File: config.mk
export PLATFORM = sky130hd
export DESIGN_NAME = adc_dac_ctrl_flat
export DESIGN_NICKNAME = d
export VERILOG_FILES = /design/src/rtl/adc_dac_ctrl_pkg.sv /design/src/rtl/adc_dac_ctrl_if.sv /design/src/rtl/adc_dac_ctrl_delay.sv /design/src/rtl/adc_dac_ctrl.sv /design/src/flat_wrapper.sv
export SDC_FILE = /design/constraint.sdc
export NUM_CORES = 1
export LEC_CHECK = 0
export ABC_AREA = 1
export CAP_MARGIN = 15
export CORE_AREA = 2 2 183 167
export DETAILED_ROUTE_END_ITERATION = 7
export DIE_AREA = 0 0 185 169
export GPL_TIMING_DRIVEN = 1
export PLACE_DENSITY = 0.5
export RECOVER_POWER = 100
export SKIP_LAST_GASP = 1
export SLEW_MARGIN = 30
export SYNTH_ARGS = -nofsm -noshare
export SYNTH_HDL_FRONTEND = slang
export SYNTH_SLANG_ARGS = --single-unit
File: constraint.sdc
create_clock -name clk -period 2.38 [get_ports clk]
set_clock_uncertainty 0.2 [all_clocks]
set_input_delay 0.238 -clock clk [delete_from_list [all_inputs] [get_ports clk]]
set_output_delay 0.238 -clock clk [all_outputs]
set_load 0.01 [all_outputs]
File: src/rtl/adc_dac_ctrl_pkg.sv
// Shared encodings and constants for the ADC-to-DAC sample path.
// Latency: n/a (package only).
// Backpressure: n/a (package only).
package adc_dac_pkg;

   // DAC output source selection.
   typedef enum logic [1:0] {
      MODE_PASS  = 2'd0,
      MODE_DELAY = 2'd1,
      MODE_RAMP  = 2'd2,
      MODE_CONST = 2'd3
   } mode_e;

   // PLL-lock cycles required before the sample path is released.
   localparam int unsigned LOCK_WAIT_DEF = 255;

   // Mid-scale code for an offset-binary sample of width w (DAC "silence").
   function automatic logic [31:0] mid_code(input int unsigned w);
      return 32'd1 << (w - 1);
   endfunction

endpackage

File: src/rtl/adc_dac_ctrl_if.sv
// Sample-path bundle between the PLL/ADC/DAC pins and the controller.
// Latency: n/a (wires only).
// Backpressure: none; every signal is valid every sample-clock cycle.
// master: board side (drives lock, mode, controls, ADC sample; reads DAC side)
// slave : controller side (the reverse)
interface adc_dac_ctrl_if #(
   parameter int unsigned DATA_W    = 8,
   parameter int unsigned OVR_CNT_W = 16
);
   logic                 pll_lock;
   logic [1:0]           mode;
   logic [DATA_W-1:0]    ramp_step;
   logic [DATA_W-1:0]    const_val;
   logic                 ovr_clr;
   logic [DATA_W-1:0]    ad_data;
   logic [DATA_W-1:0]    da_data;
   logic                 sys_ready;
   logic                 ovr_flag;
   logic [OVR_CNT_W-1:0] ovr_cnt;

   modport master (
      output pll_lock, mode, ramp_step, const_val, ovr_clr, ad_data,
      input  da_data, sys_ready, ovr_flag, ovr_cnt
   );

   modport slave (
      input  pll_lock, mode, ramp_step, const_val, ovr_clr, ad_data,
      output da_data, sys_ready, ovr_flag, ovr_cnt
   );
endinterface

File: src/rtl/adc_dac_ctrl_delay.sv
// Fixed-depth circular sample delay with fill tracking.
// Latency: rd_dat_o is the sample written DEPTH writes ago (valid once DEPTH writes seen).
// Backpressure: none; one write per enabled cycle, read is combinational.
// Ports: clk, rst (async, active-high), wr_en_i / wr_dat_i write side,
//        flush_i clears fill, rd_dat_o / rd_vld_o oldest sample and its validity.
module sample_delay_line #(
   parameter int unsigned DATA_W = 8,
   parameter int unsigned DEPTH  = 16
) (
   input  logic              clk,
   input  logic              rst,
   input  logic              wr_en_i,
   input  logic              flush_i,
   input  logic [DATA_W-1:0] wr_dat_i,
   output logic [DATA_W-1:0] rd_dat_o,
   output logic              rd_vld_o
);
   localparam int unsigned PTR_W  = $clog2(DEPTH);
   localparam int unsigned FILL_W = $clog2(DEPTH + 1);

   logic [DATA_W-1:0] mem_q [DEPTH];
   logic [PTR_W-1:0]  wr_ptr_q, wr_ptr_d;
   logic [FILL_W-1:0] fill_q, fill_d;

   // The slot about to be overwritten holds the oldest sample, so it is read
   // in the same cycle it is replaced.
   assign rd_dat_o = mem_q[wr_ptr_q];
   assign rd_vld_o = (fill_q == FILL_W'(DEPTH));

   always_comb begin
      wr_ptr_d = wr_ptr_q;
      fill_d   = fill_q;
      if (wr_en_i) begin
         wr_ptr_d = (wr_ptr_q == PTR_W'(DEPTH - 1)) ? '0 : wr_ptr_q + 1'b1;
         if (fill_q != FILL_W'(DEPTH)) fill_d = fill_q + 1'b1;
      end
      if (flush_i) fill_d = '0;
   end

   always_ff @(posedge clk or posedge rst) begin
      if (rst) begin
         wr_ptr_q <= '0;
         fill_q   <= '0;
      end else begin
         wr_ptr_q <= wr_ptr_d;
         fill_q   <= fill_d;
      end
   end

   // Storage carries no reset; stale contents are masked by rd_vld_o.
   always_ff @(posedge clk) begin
      if (wr_en_i) mem_q[wr_ptr_q] <= wr_dat_i;
   end

endmodule

File: src/rtl/adc_dac_ctrl.sv
// Lock-qualified ADC-to-DAC controller: pass / delay / ramp / const output, over-range stats.
// Latency: ad_data->da_data 2 cycles (pass), DELAY_DEPTH+2 (delay); sys_ready LOCK_WAIT+3 after lock.
// Backpressure: none; fixed-rate sample stream, one sample per clk.
// Ports: clk (sample clock), rst (async, active-high), bus (adc_dac_ctrl_if.slave):
//        pll_lock, mode, ramp_step, const_val, ovr_clr, ad_data in; da_data, sys_ready,
//        ovr_flag, ovr_cnt out.
module adc_dac_ctrl
   import adc_dac_pkg::*;
#(
   parameter int unsigned DATA_W      = 8,
   parameter int unsigned LOCK_WAIT   = LOCK_WAIT_DEF,
   parameter int unsigned DELAY_DEPTH = 16,
   parameter int unsigned OVR_CNT_W   = 16
) (
   input  logic               clk,
   input  logic               rst,
   adc_dac_ctrl_if.slave      bus
);
   localparam logic [DATA_W-1:0] MID = DATA_W'(mid_code(DATA_W));
   localparam int unsigned LCNT_W = $clog2(LOCK_WAIT + 1);
   localparam logic [LCNT_W-1:0] LOCK_DONE = LCNT_W'(LOCK_WAIT);

   // pll_lock comes from the PLL's analog lock detector, hence the synchroniser.
   logic                 lock_meta_q, lock_s_q;
   logic [LCNT_W-1:0]    lock_cnt_q, lock_cnt_d;
   logic                 sys_ready_q, sys_ready_d;
   logic [DATA_W-1:0]    ad_q;
   logic [DATA_W-1:0]    acc_q, acc_d;
   logic [DATA_W-1:0]    da_q, da_d;
   logic                 ovr_flag_q, ovr_flag_d;
   logic [OVR_CNT_W-1:0] ovr_cnt_q, ovr_cnt_d;
   logic                 ovr_evt;
   logic [DATA_W-1:0]    dly_dat;
   logic                 dly_vld;
   mode_e                mode;

   assign mode = mode_e'(bus.mode);

   // Delay line runs in every mode so switching into delay mode yields
   // real history immediately once it has filled.
   sample_delay_line #(
      .DATA_W (DATA_W),
      .DEPTH  (DELAY_DEPTH)
   ) u_dly (
      .clk      (clk),
      .rst      (rst),
      .wr_en_i  (sys_ready_q),
      .flush_i  (!sys_ready_q),
      .wr_dat_i (ad_q),
      .rd_dat_o (dly_dat),
      .rd_vld_o (dly_vld)
   );

   // Rails are treated as clipping; only counted once the path is live.
   assign ovr_evt = sys_ready_q && ((ad_q == '1) || (ad_q == '0));

   always_comb begin
      lock_cnt_d = lock_cnt_q;
      if (!lock_s_q)                   lock_cnt_d = '0;
      else if (lock_cnt_q != LOCK_DONE) lock_cnt_d = lock_cnt_q + 1'b1;

      sys_ready_d = (lock_cnt_q == LOCK_DONE) && lock_s_q;

      // Accumulator parks at zero outside ramp mode so every ramp starts at 0.
      acc_d = (mode == MODE_RAMP) ? acc_q + bus.ramp_step : '0;

      da_d = MID;
      if (sys_ready_q) begin
         case (mode)
            MODE_PASS:  da_d = ad_q;
            MODE_DELAY: da_d = dly_vld ? dly_dat : MID;
            MODE_RAMP:  da_d = acc_q;
            MODE_CONST: da_d = bus.const_val;
         endcase
      end

      // A coincident event beats the clear so no clipping goes unreported.
      ovr_flag_d = ovr_flag_q;
      if (bus.ovr_clr) ovr_flag_d = 1'b0;
      if (ovr_evt)     ovr_flag_d = 1'b1;

      ovr_cnt_d = ovr_cnt_q;
      if (ovr_evt && (ovr_cnt_q != '1)) ovr_cnt_d = ovr_cnt_q + 1'b1;
   end

   always_ff @(posedge clk or posedge rst) begin
      if (rst) begin
         lock_meta_q <= 1'b0;
         lock_s_q    <= 1'b0;
         lock_cnt_q  <= '0;
         sys_ready_q <= 1'b0;
         ad_q        <= '0;
         acc_q       <= '0;
         da_q        <= MID;
         ovr_flag_q  <= 1'b0;
         ovr_cnt_q   <= '0;
      end else begin
         lock_meta_q <= bus.pll_lock;
         lock_s_q    <= lock_meta_q;
         lock_cnt_q  <= lock_cnt_d;
         sys_ready_q <= sys_ready_d;
         ad_q        <= bus.ad_data;
         acc_q       <= acc_d;
         da_q        <= da_d;
         ovr_flag_q  <= ovr_flag_d;
         ovr_cnt_q   <= ovr_cnt_d;
      end
   end

   assign bus.da_data   = da_q;
   assign bus.sys_ready = sys_ready_q;
   assign bus.ovr_flag  = ovr_flag_q;
   assign bus.ovr_cnt   = ovr_cnt_q;

endmodule

File: src/flat_wrapper.sv
// flat-port wrapper written by rule: the top's interface ports become plain ports
module adc_dac_ctrl_flat import adc_dac_pkg::*;
#(
   parameter int unsigned DATA_W      = 8,
   parameter int unsigned LOCK_WAIT   = LOCK_WAIT_DEF,
   parameter int unsigned DELAY_DEPTH = 16,
   parameter int unsigned OVR_CNT_W   = 16
)
  (clk, rst, bus_pll_lock, bus_mode, bus_ramp_step, bus_const_val, bus_ovr_clr, bus_ad_data, bus_da_data, bus_sys_ready, bus_ovr_flag, bus_ovr_cnt);
  adc_dac_ctrl_if #(.DATA_W(DATA_W), .OVR_CNT_W(OVR_CNT_W)) bus_i ();
  input  logic clk;
  input  logic rst;
  input wire logic [$bits(bus_i.pll_lock)-1:0] bus_pll_lock;
  input wire logic [$bits(bus_i.mode)-1:0] bus_mode;
  input wire logic [$bits(bus_i.ramp_step)-1:0] bus_ramp_step;
  input wire logic [$bits(bus_i.const_val)-1:0] bus_const_val;
  input wire logic [$bits(bus_i.ovr_clr)-1:0] bus_ovr_clr;
  input wire logic [$bits(bus_i.ad_data)-1:0] bus_ad_data;
  output wire logic [$bits(bus_i.da_data)-1:0] bus_da_data;
  output wire logic [$bits(bus_i.sys_ready)-1:0] bus_sys_ready;
  output wire logic [$bits(bus_i.ovr_flag)-1:0] bus_ovr_flag;
  output wire logic [$bits(bus_i.ovr_cnt)-1:0] bus_ovr_cnt;
  assign bus_i.pll_lock = bus_pll_lock;
  assign bus_i.mode = bus_mode;
  assign bus_i.ramp_step = bus_ramp_step;
  assign bus_i.const_val = bus_const_val;
  assign bus_i.ovr_clr = bus_ovr_clr;
  assign bus_i.ad_data = bus_ad_data;
  assign bus_da_data = bus_i.da_data;
  assign bus_sys_ready = bus_i.sys_ready;
  assign bus_ovr_flag = bus_i.ovr_flag;
  assign bus_ovr_cnt = bus_i.ovr_cnt;
  adc_dac_ctrl #(.DATA_W(DATA_W), .LOCK_WAIT(LOCK_WAIT), .DELAY_DEPTH(DELAY_DEPTH), .OVR_CNT_W(OVR_CNT_W)) u_core (.clk(clk), .rst(rst), .bus(bus_i));
endmodule
==> flow_results.xml, run 1 <==
<?xml version="1.0" encoding="UTF-8"?>
<metrics>
  <group name="drt">
    <metric name="viasPerCell" unit="">4.40</metric>
    <metric name="drc" unit="">0</metric>
    <metric name="totalWireLength" unit="µm">20900</metric>
    <metric name="drtIter0Drc" unit="">456</metric>
    <metric name="ant_nets" unit="">0</metric>
    <metric name="vias" unit="">6026</metric>
    <metric name="drt-pass1-iter-count" unit="">4</metric>
    <metric name="avgRoutedWirePerCell" unit="µm">15.2</metric>
  </group>
  <group name="synthesis">
    <metric name="top_count_cell_post_synth" unit="">sky130_fd_sc_hd__nand2_1</metric>
    <metric name="yosys-top-cells-area" unit="">sky130_fd_sc_hd__edfxtp_1 46%, sky130_fd_sc_hd__dfrtp_1 18%, sky130_fd_sc_hd__nand2_1 10%</metric>
    <metric name="yosys.cell_types.count" unit="">35</metric>
    <metric name="yosysTopAreaCell" unit="">sky130_fd_sc_hd__edfxtp_1</metric>
    <metric name="yosys_warnings" unit="">0</metric>
    <metric name="ys_dominant_reg_cell" unit="">sky130_fd_sc_hd__edfxtp_1</metric>
    <metric name="postSynthNetCount" unit="">896</metric>
    <metric name="yosys_register_bits" unit="">189</metric>
    <metric name="ys_async_rst_share" unit="%">32.3</metric>
    <metric name="synth_edf_count" unit="">128</metric>
    <metric name="synthTopCellsByCount" unit="">236 x sky130_fd_sc_hd__nand2_1, 128 x sky130_fd_sc_hd__edfxtp_1, 109 x sky130_fd_sc_hd__nor2_1, 70 x sky130_fd_sc_hd__inv_1, 60 x sky130_fd_sc_hd__dfrtp_1</metric>
    <metric name="syn_avg_cell_area" unit="µm²">9.93</metric>
    <metric name="synthesized_instance_count" unit="">850</metric>
    <metric name="yosysSeqAreaShare" unit="%">63.6</metric>
    <metric name="synth_top_area_share" unit="%">45.5</metric>
    <metric name="synthesis.area" unit="mm²">0.00844</metric>
  </group>
  <group name="global_routing">
    <metric name="global_route.peak_usage_layer" unit="">met2</metric>
    <metric name="gr_layer_usage_met2" unit="%">21.1</metric>
    <metric name="grt_max_degree" unit="">55</metric>
    <metric name="vias_in_the_first_global_route" unit="">5854</metric>
    <metric name="grt_util_met3" unit="%">3.10</metric>
    <metric name="number_of_antenna_violations_at_the_first_check_in_global_routing" unit="">0</metric>
    <metric name="grt_pass1_wl" unit="µm">32800</metric>
    <metric name="globalRouteTotalUtil" unit="%">13.8</metric>
    <metric name="groute.layer.met1.usage" unit="%">19.9</metric>
    <metric name="globalRouteOverflowTotal" unit="">0</metric>
  </group>
  <group name="final_layout">
    <metric name="instances_no_fill" unit="">1369</metric>
    <metric name="layout.area.seq" unit="mm²">0.00537</metric>
    <metric name="syn_to_final_growth" unit="%">21.4</metric>
    <metric name="fillers" unit="">3022</metric>
    <metric name="antennaDiodeCount" unit="">0</metric>
    <metric name="drive_gt1_share" unit="%">8.59</metric>
    <metric name="multi_input_comb_area" unit="mm²">0.00263</metric>
    <metric name="nets" unit="">999</metric>
  </group>
  <group name="timing">
    <metric name="rsz0062_at_grt" unit="">false</metric>
    <metric name="final-hold-violation-count" unit="">0</metric>
    <metric name="worst_slew_slack_as_a_fraction_of_its_limit" unit="%">33.6</metric>
    <metric name="fin_crit_sh" unit="%">94.8</metric>
    <metric name="setup_viol" unit="">0</metric>
    <metric name="fmax" unit="GHz">0.443</metric>
    <metric name="timing.setup.tns" unit="ps">0</metric>
    <metric name="final_worst_setup_slack" unit="ps">123</metric>
    <metric name="tightest_slew" unit="ps">996</metric>
    <metric name="timing.hold.ws" unit="ps">152</metric>
    <metric name="slew_violations" unit="">0</metric>
    <metric name="period_needed" unit="ps">2260</metric>
  </group>
  <group name="power">
    <metric name="ir_worst_vdd" unit="µV">540</metric>
    <metric name="total_power" unit="mW">6.47</metric>
    <metric name="p_per_area" unit="mW/mm²">631</metric>
    <metric name="internal-power" unit="mW">5.06</metric>
    <metric name="power_frac_comb" unit="%">3.4</metric>
    <metric name="switching_share" unit="%">21.8</metric>
    <metric name="sequential_group_share_of_total_power" unit="%">55.0</metric>
    <metric name="leakage" unit="nW">4.19</metric>
    <metric name="switchingPower" unit="mW">1.41</metric>
    <metric name="proportion_of_power_drawn_by_the_clock_network" unit="%">41.6</metric>
  </group>
  <group name="floorplan">
    <metric name="initial_utilization" unit="%">28.7</metric>
    <metric name="io_pins" unit="">56</metric>
    <metric name="die_height" unit="µm">169</metric>
    <metric name="placementRows" unit="">60</metric>
    <metric name="chipWidth" unit="µm">185</metric>
    <metric name="design.die.area" unit="mm²">0.0313</metric>
    <metric name="core_area" unit="mm²">0.0294</metric>
  </group>
  <group name="setup_path">
    <metric name="critPathMostFrequentCell" unit="">sky130_fd_sc_hd__nand2_1</metric>
    <metric name="r2r_start" unit="">u_core.u_dly.wr_ptr_q[0]$_DFFE_PP0P_</metric>
    <metric name="crit_buf_inv" unit="">2</metric>
    <metric name="timing.critical_path.required" unit="ps">2500</metric>
    <metric name="timing.rr.end" unit="">u_core.bus.da_data[3]$_DFF_PP0_</metric>
    <metric name="launching_instance_or_port_of_the_critical_path" unit="">u_core.u_dly.wr_ptr_q[0]$_DFFE_PP0P_</metric>
    <metric name="crit_end" unit="">u_core.bus.da_data[3]$_DFF_PP0_</metric>
    <metric name="crit_path_start_kind" unit="">flip-flop</metric>
    <metric name="rr_worst_depth" unit="">10</metric>
    <metric name="worst_reg_to_reg_setup_slack" unit="ps">120</metric>
    <metric name="cp_num_cells" unit="">10</metric>
    <metric name="timing.setup.critical_path_class" unit="">reg2reg</metric>
    <metric name="cp-end-kind" unit="">flip-flop</metric>
    <metric name="critical_path.max_stage_delay" unit="ps">440</metric>
    <metric name="cp_max_delay_cell" unit="">sky130_fd_sc_hd__dfrtp_2</metric>
    <metric name="worstPathMaxFanout" unit="">14</metric>
    <metric name="crit_chain" unit="">inv_2, clkbuf_2, nand2_1, nand2_1, nand2_1, nand2_1, nand2_1, nand2_1, o21ai_0, a21oi_1</metric>
    <metric name="timing.critical_path.max_delay_family" unit="">buffers and inverters</metric>
    <metric name="crit_arrival" unit="ps">2380</metric>
  </group>
  <group name="placement">
    <metric name="placed_cells" unit="">1336</metric>
    <metric name="io_buffers" unit="">55</metric>
    <metric name="detailed_place_hpwl" unit="µm">14300</metric>
    <metric name="finalWeightedCongestion" unit="">0.800</metric>
    <metric name="place_worst_setup_slack" unit="ps">-21.8</metric>
  </group>
  <group name="clock_tree">
    <metric name="numCtsBuffers" unit="">17</metric>
    <metric name="worstSkewPairLatency" unit="ps">430</metric>
    <metric name="clockBufferDepth" unit="">2</metric>
    <metric name="cts_tree" unit="">done</metric>
    <metric name="cts_setup_buffers" unit="">0</metric>
    <metric name="clkTransAtPathRegs" unit="ps">70</metric>
    <metric name="ctsRootBufferMaster" unit="">sky130_fd_sc_hd__clkbuf_16</metric>
    <metric name="cts_num_sinks" unit="">189</metric>
    <metric name="max_h_tree_level" unit="">4</metric>
  </group>
  <group name="run_status">
    <metric name="run_status" unit="">finished clean</metric>
  </group>
  <group name="flow_run">
    <metric name="maxCapViolCount" unit="">0</metric>
  </group>
  <group name="worst_hold_path">
    <metric name="hold_path_class" unit="">reg2reg</metric>
  </group>
</metrics>
worst min path at each step:
stage	start	endpoint	slack, ps	depth (start not counted)
detailed placement	u_core.lock_meta_q$_DFF_PP0_	u_core.lock_s_q$_DFF_PP0_	140	0
finish	u_core.lock_meta_q$_DFF_PP0_	u_core.lock_s_q$_DFF_PP0_	150	0
global route	bus_pll_lock	u_core.lock_meta_q$_DFF_PP0_	140	1
CTS	bus_pll_lock	u_core.lock_meta_q$_DFF_PP0_	20	1
floorplan	bus_ad_data[0]	u_core.ad_q[0]$_DFF_PP0_	70	0
global placement	u_core.lock_meta_q$_DFF_PP0_	u_core.lock_s_q$_DFF_PP0_	130	0
per-stage QoR:
stage | area (µm²) | utilization, %
floorplan | 8440 | -
global placement | 9810 | 33.3
detailed placement | 9810 | 33.3
CTS | 10400 | 35.3
global route | 10300 | 34.8
finish | 10300 | 34.8
routing by layer:
metal	wire (µm)	part of all wire [%]
met4	224	1.1
met2	9530	46
met5	0	0
met3	732	3.5
met1	10400	50
registers in the layout, indices dropped and copies added (netlist names):
name,count
u_core.bus.ovr_flag,1
u_core.bus.sys_ready,1
u_core.bus.da_data,8
u_core.u_dly.mem_q,128
u_core.lock_cnt_q,8
u_core.bus.ovr_cnt,16
u_core.lock_meta_q,1
u_core.u_dly.wr_ptr_q,4
u_core.u_dly.fill_q,5
u_core.acc_q,8
u_core.lock_s_q,1
u_core.ad_q,8
layout by cell type (no fill, tap or decap), types with 2 or more instances in the layout:
master	count
sky130_fd_sc_hd__nand2_1	236
sky130_fd_sc_hd__clkbuf_1	18
sky130_fd_sc_hd__clkinv_2	2
sky130_fd_sc_hd__nor3_1	12
sky130_fd_sc_hd__xor2_1	11
sky130_fd_sc_hd__inv_1	70
sky130_fd_sc_hd__nand4_1	13
sky130_fd_sc_hd__a221oi_1	5
sky130_fd_sc_hd__nor2_1	108
sky130_fd_sc_hd__dlygate4sd3_1	38
sky130_fd_sc_hd__o21ai_0	67
sky130_fd_sc_hd__buf_12	2
sky130_fd_sc_hd__nor2_2	2
sky130_fd_sc_hd__ha_1	15
sky130_fd_sc_hd__clkinv_4	3
sky130_fd_sc_hd__dfrtp_1	59
sky130_fd_sc_hd__clkbuf_2	16
sky130_fd_sc_hd__xnor2_1	8
sky130_fd_sc_hd__clkbuf_16	17
sky130_fd_sc_hd__a21oi_1	20
sky130_fd_sc_hd__clkdlybuf4s50_1	18
sky130_fd_sc_hd__nand3_1	29
sky130_fd_sc_hd__buf_4	22
sky130_fd_sc_hd__o21ai_2	2
sky130_fd_sc_hd__nand3b_1	2
sky130_fd_sc_hd__edfxtp_1	128
sky130_fd_sc_hd__inv_2	5
sky130_fd_sc_hd__clkinv_1	2
sky130_fd_sc_hd__o21ai_1	16
sky130_fd_sc_hd__clkinvlp_4	4
sky130_fd_sc_hd__inv_6	2
cell type report:
type | count | area share (%)
Clock buffer | 18 | 4.19
Clock inverter | 14 | 1.18
Inverter | 75 | 2.75
Multi-Input combinational cell | 556 | 25.6
Sequential cell | 189 | 52.4
Tap cell | 403 | 4.92
Timing Repair Buffer | 114 | 8.95
power by group through the flow:
| stage | Combinational (mW) | Clock, mW | Sequential [mW] |
|---|---|---|---|
| 2_1_floorplan | 0.0965 | 0 | 3.63 |
| 3_3_place_gp | 0.239 | 0 | 3.62 |
| 3_5_place_dp | 0.238 | 0 | 3.62 |
| 4_1_cts | 0.240 | 2.76 | 3.55 |
| 5_1_grt | 0.248 | 2.88 | 3.56 |
| 6_report | 0.221 | 2.69 | 3.56 |
timing repair:
action | CTS | global route
endpoints found under the setup margin | 9 | 0
resized for setup | 1 | 0
hold buffers | 1 | 0
endpoints found under the hold margin | 11 | 0
worst register-to-register path: stages, from the launching register on:
cell	delay [ps]
sky130_fd_sc_hd__dfrtp_2	440
sky130_fd_sc_hd__inv_2	270
sky130_fd_sc_hd__clkbuf_2	370
sky130_fd_sc_hd__nand2_1	90
sky130_fd_sc_hd__nand2_1	70
sky130_fd_sc_hd__nand2_1	50
sky130_fd_sc_hd__nand2_1	100
sky130_fd_sc_hd__nand2_1	110
sky130_fd_sc_hd__nand2_1	100
sky130_fd_sc_hd__o21ai_0	110
sky130_fd_sc_hd__a21oi_1	240
logic make-up after synthesis:
group / count (synthesis) / share of synthesized area (%)
AOI/OAI and AO/OA: 115 / 7.38
xor gates and xnor gates: 19 / 1.97
adders and majority gates: 16 / 2.46
buffers and inverters: 105 / 5.23
DFF: 189 / 63.6
and+or+nand+nor: 406 / 19.3
Power figures use the tool's default switching activity.
==> run 2: changes to the inputs <==
--- a/config.mk
+++ b/config.mk
@@ -7,11 +7,11 @@
 export LEC_CHECK = 0
 export ABC_AREA = 1
 export CAP_MARGIN = 15
-export CORE_AREA = 2 2 183 167
+export CORE_AREA = 2 2 130 119
 export DETAILED_ROUTE_END_ITERATION = 7
-export DIE_AREA = 0 0 185 169
+export DIE_AREA = 0 0 132 121
 export GPL_TIMING_DRIVEN = 1
-export PLACE_DENSITY = 0.5
+export PLACE_DENSITY = 0.83
 export RECOVER_POWER = 100
 export SKIP_LAST_GASP = 1
 export SLEW_MARGIN = 30
==> run 2 against run 1 <==
  * Worst setup slack improved by 21 ps
  * Global-route usage up 12 points
  * Die area fell by 49%
  * First-iteration DRC count up 46%
  * Core utilization increased by 34 points
  * Via count increased by 4.7%
  * Critical endpoint is now u_core.u_dly.mem_q[8][5]$_DFFE_PP_
==> flow_results.xml, run 2 (same netlist as run 1, synthesis figures left out) <==
<?xml version="1.0" encoding="UTF-8"?>
<metrics>
  <group name="placement">
    <metric name="detailed_place_hpwl" unit="µm">13000</metric>
    <metric name="io_buffers" unit="">55</metric>
    <metric name="finalWeightedCongestion" unit="">0.858</metric>
  </group>
  <group name="clock_tree">
    <metric name="max_h_tree_level" unit="">4</metric>
    <metric name="cts_setup_buffers" unit="">0</metric>
    <metric name="ctsRootBufferMaster" unit="">sky130_fd_sc_hd__clkbuf_16</metric>
    <metric name="clockBufferDepth" unit="">2</metric>
    <metric name="clkTransAtPathRegs" unit="ps">70</metric>
    <metric name="cts_num_sinks" unit="">189</metric>
    <metric name="worstSkewPairLatency" unit="ps">430</metric>
    <metric name="numCtsBuffers" unit="">17</metric>
    <metric name="cts_tree" unit="">done</metric>
  </group>
  <group name="floorplan">
    <metric name="chipWidth" unit="µm">132</metric>
    <metric name="placementRows" unit="">42</metric>
    <metric name="die_height" unit="µm">121</metric>
    <metric name="core_area" unit="mm²">0.0146</metric>
    <metric name="initial_utilization" unit="%">58.0</metric>
    <metric name="io_pins" unit="">56</metric>
    <metric name="design.die.area" unit="mm²">0.0160</metric>
  </group>
  <group name="final_layout">
    <metric name="syn_to_final_growth" unit="%">18.1</metric>
    <metric name="nets" unit="">994</metric>
    <metric name="drive_gt1_share" unit="%">8.43</metric>
    <metric name="multi_input_comb_area" unit="mm²">0.00262</metric>
    <metric name="largest-register" unit="">u_core.u_dly.mem_q</metric>
    <metric name="commonest_non_fill_non_tap_cell_in_the_layout" unit="">sky130_fd_sc_hd__nand2_1</metric>
    <metric name="most_used_cells_in_the_layout_excluding_fill_and_tap_cells" unit="">236 x sky130_fd_sc_hd__nand2_1, 128 x sky130_fd_sc_hd__edfxtp_1, 108 x sky130_fd_sc_hd__nor2_1</metric>
    <metric name="max_ffs_per_register" unit="">128</metric>
    <metric name="fillers" unit="">1051</metric>
    <metric name="antennaDiodeCount" unit="">0</metric>
    <metric name="layout.area.seq" unit="mm²">0.00537</metric>
  </group>
  <group name="global_routing">
    <metric name="vias_in_the_first_global_route" unit="">6160</metric>
    <metric name="groute.layer.met1.usage" unit="%">34.2</metric>
    <metric name="global_route.peak_usage_layer" unit="">met2</metric>
    <metric name="globalRouteOverflowTotal" unit="">0</metric>
    <metric name="gr_layer_usage_met2" unit="%">41.8</metric>
    <metric name="number_of_antenna_violations_at_the_first_check_in_global_routing" unit="">0</metric>
    <metric name="grt_pass1_wl" unit="µm">31100</metric>
    <metric name="grt_util_met3" unit="%">5.85</metric>
    <metric name="globalRouteTotalUtil" unit="%">25.5</metric>
    <metric name="grt_max_degree" unit="">52</metric>
  </group>
  <group name="power">
    <metric name="switching_share" unit="%">21.5</metric>
    <metric name="internal-power" unit="mW">4.99</metric>
    <metric name="ir_worst_vdd" unit="µV">593</metric>
    <metric name="p_per_area" unit="mW/mm²">637</metric>
    <metric name="leakage" unit="nW">4.20</metric>
    <metric name="sequential_group_share_of_total_power" unit="%">55.9</metric>
    <metric name="total_power" unit="mW">6.36</metric>
    <metric name="proportion_of_power_drawn_by_the_clock_network" unit="%">40.6</metric>
    <metric name="switchingPower" unit="mW">1.37</metric>
    <metric name="power_frac_comb" unit="%">3.4</metric>
  </group>
  <group name="worst_hold_path">
    <metric name="hold_path_class" unit="">in2reg</metric>
  </group>
  <group name="timing">
    <metric name="fmax" unit="GHz">0.447</metric>
    <metric name="final-hold-violation-count" unit="">0</metric>
    <metric name="slew_violations" unit="">0</metric>
    <metric name="tightest_slew" unit="ps">921</metric>
    <metric name="rsz0062_at_grt" unit="">false</metric>
    <metric name="period_needed" unit="ps">2240</metric>
    <metric name="setup_viol" unit="">0</metric>
    <metric name="fin_crit_sh" unit="%">94.0</metric>
    <metric name="timing.hold.ws" unit="ps">159</metric>
    <metric name="worst_slew_slack_as_a_fraction_of_its_limit" unit="%">38.5</metric>
  </group>
  <group name="drt">
    <metric name="drt-pass1-iter-count" unit="">5</metric>
    <metric name="ant_nets" unit="">0</metric>
    <metric name="vias" unit="">6312</metric>
    <metric name="totalWireLength" unit="µm">19500</metric>
    <metric name="avgRoutedWirePerCell" unit="µm">16.9</metric>
    <metric name="viasPerCell" unit="">5.45</metric>
    <metric name="drtIter0Drc" unit="">665</metric>
    <metric name="drc" unit="">0</metric>
  </group>
  <group name="flow_run">
    <metric name="maxCapViolCount" unit="">0</metric>
  </group>
  <group name="setup_path">
    <metric name="cp-end-kind" unit="">flip-flop</metric>
    <metric name="crit_arrival" unit="ps">2150</metric>
    <metric name="cp_max_delay_cell" unit="">sky130_fd_sc_hd__inv_1</metric>
    <metric name="timing.critical_path.required" unit="ps">2300</metric>
    <metric name="crit_chain" unit="">inv_1, ha_1, nand2_1, nor2_1, clkbuf_2</metric>
    <metric name="critical_path.max_stage_delay" unit="ps">550</metric>
    <metric name="crit_path_start_kind" unit="">flip-flop</metric>
    <metric name="worstPathMaxFanout" unit="">21</metric>
    <metric name="timing.setup.critical_path_class" unit="">reg2reg</metric>
  </group>
  <group name="run_status">
    <metric name="run_status" unit="">finished clean</metric>
  </group>
</metrics>
[run 2: cell count changes in the layout (fill, tap and decap cells not counted), moves of 2 or more]
cell                         delta
sky130_fd_sc_hd__clkbuf_1       -3
sky130_fd_sc_hd__buf_4          +4
sky130_fd_sc_hd__clkbuf_2       -6
sky130_fd_sc_hd__clkinvlp_4     -3
sky130_fd_sc_hd__o21ai_1        +2
sky130_fd_sc_hd__clkinv_2       +2
sky130_fd_sc_hd__clkinv_1       -2
[run 2: repair_timing]
action	4_1_cts	5_1_grt
endpoints found under the hold margin	21	0
setup endpoints to repair	9	0
resized for setup	1	0
hold buffers	1	0
[run 2: worst paths after layout]
kind                                                 startpoint                                  to  slack (ps)  cells past startpoint
min reg2reg                        u_core.lock_meta_q$_DFF_PP0_           u_core.lock_s_q$_DFF_PP0_         170                      0
min                                                bus_pll_lock        u_core.lock_meta_q$_DFF_PP0_         160                      1
max reg2reg                u_core.u_dly.wr_ptr_q[1]$_DFFE_PP0P_  u_core.u_dly.mem_q[8][5]$_DFFE_PP_         140                      5
min in group asynchronous                                   rst           u_core.acc_q[6]$_DFF_PP0_         800                      3
max                        u_core.u_dly.wr_ptr_q[1]$_DFFE_PP0P_  u_core.u_dly.mem_q[8][5]$_DFFE_PP_         140                      5
max in group asynchronous                                   rst            u_core.ad_q[3]$_DFF_PP0_         320                      4
[run 2: critical path: cells and delay by family (launching register included)]
family	cells	cell delay, ps
flip-flops	1	390
AND/OR/NAND/NOR	2	260
buffers and inverters	2	810
adder cells (fa/ha/maj)	1	270
[run 2: through the flow]
step | area, µm² | instances | utilization [%] | setup TNS (ps) | setup slack [ps]
floorplan | 8440 | 850 | - | 0 | 363
global placement | 9520 | 1126 | 65.4 | 0 | 80.4
detailed placement | 9520 | 1126 | 65.4 | -58.4 | -32.1
CTS | 10100 | 1159 | 69.2 | 0 | 236
global route | 9970 | 1159 | 68.5 | 0 | 43.8
finish | 9970 | 1159 | 68.5 | 0 | 143
[run 2: layout make-up]
cell class / instances / share of cell area [%]
Inverter: 75 / 2.82
Sequential cell: 189 / 53.9
Clock buffer: 20 / 4.48
Clock inverter: 12 / 0.891
Tap cell: 198 / 2.48
Timing Repair Buffer: 109 / 9.16
Multi-Input combinational cell: 556 / 26.3
[run 2: layer usage]
| layer | part of all wire (%) | vias up |
|---|---|---|
| met5 | 0 | - |
| met2 | 49 | 225 |
| met3 | 6.5 | 38 |
| met4 | 1.7 | 0 |
| li1 | - | 3017 |
| met1 | 43 | 3032 |
[run 2: power groups by stage]
stage,Sequential [mW],Combinational [mW],Clock (mW)
2_1_floorplan,3.63,0.0965,0
3_5_place_dp,3.62,0.227,0
4_1_cts,3.55,0.231,2.61
5_1_grt,3.56,0.244,2.74
3_3_place_gp,3.62,0.221,0
6_report,3.56,0.218,2.58
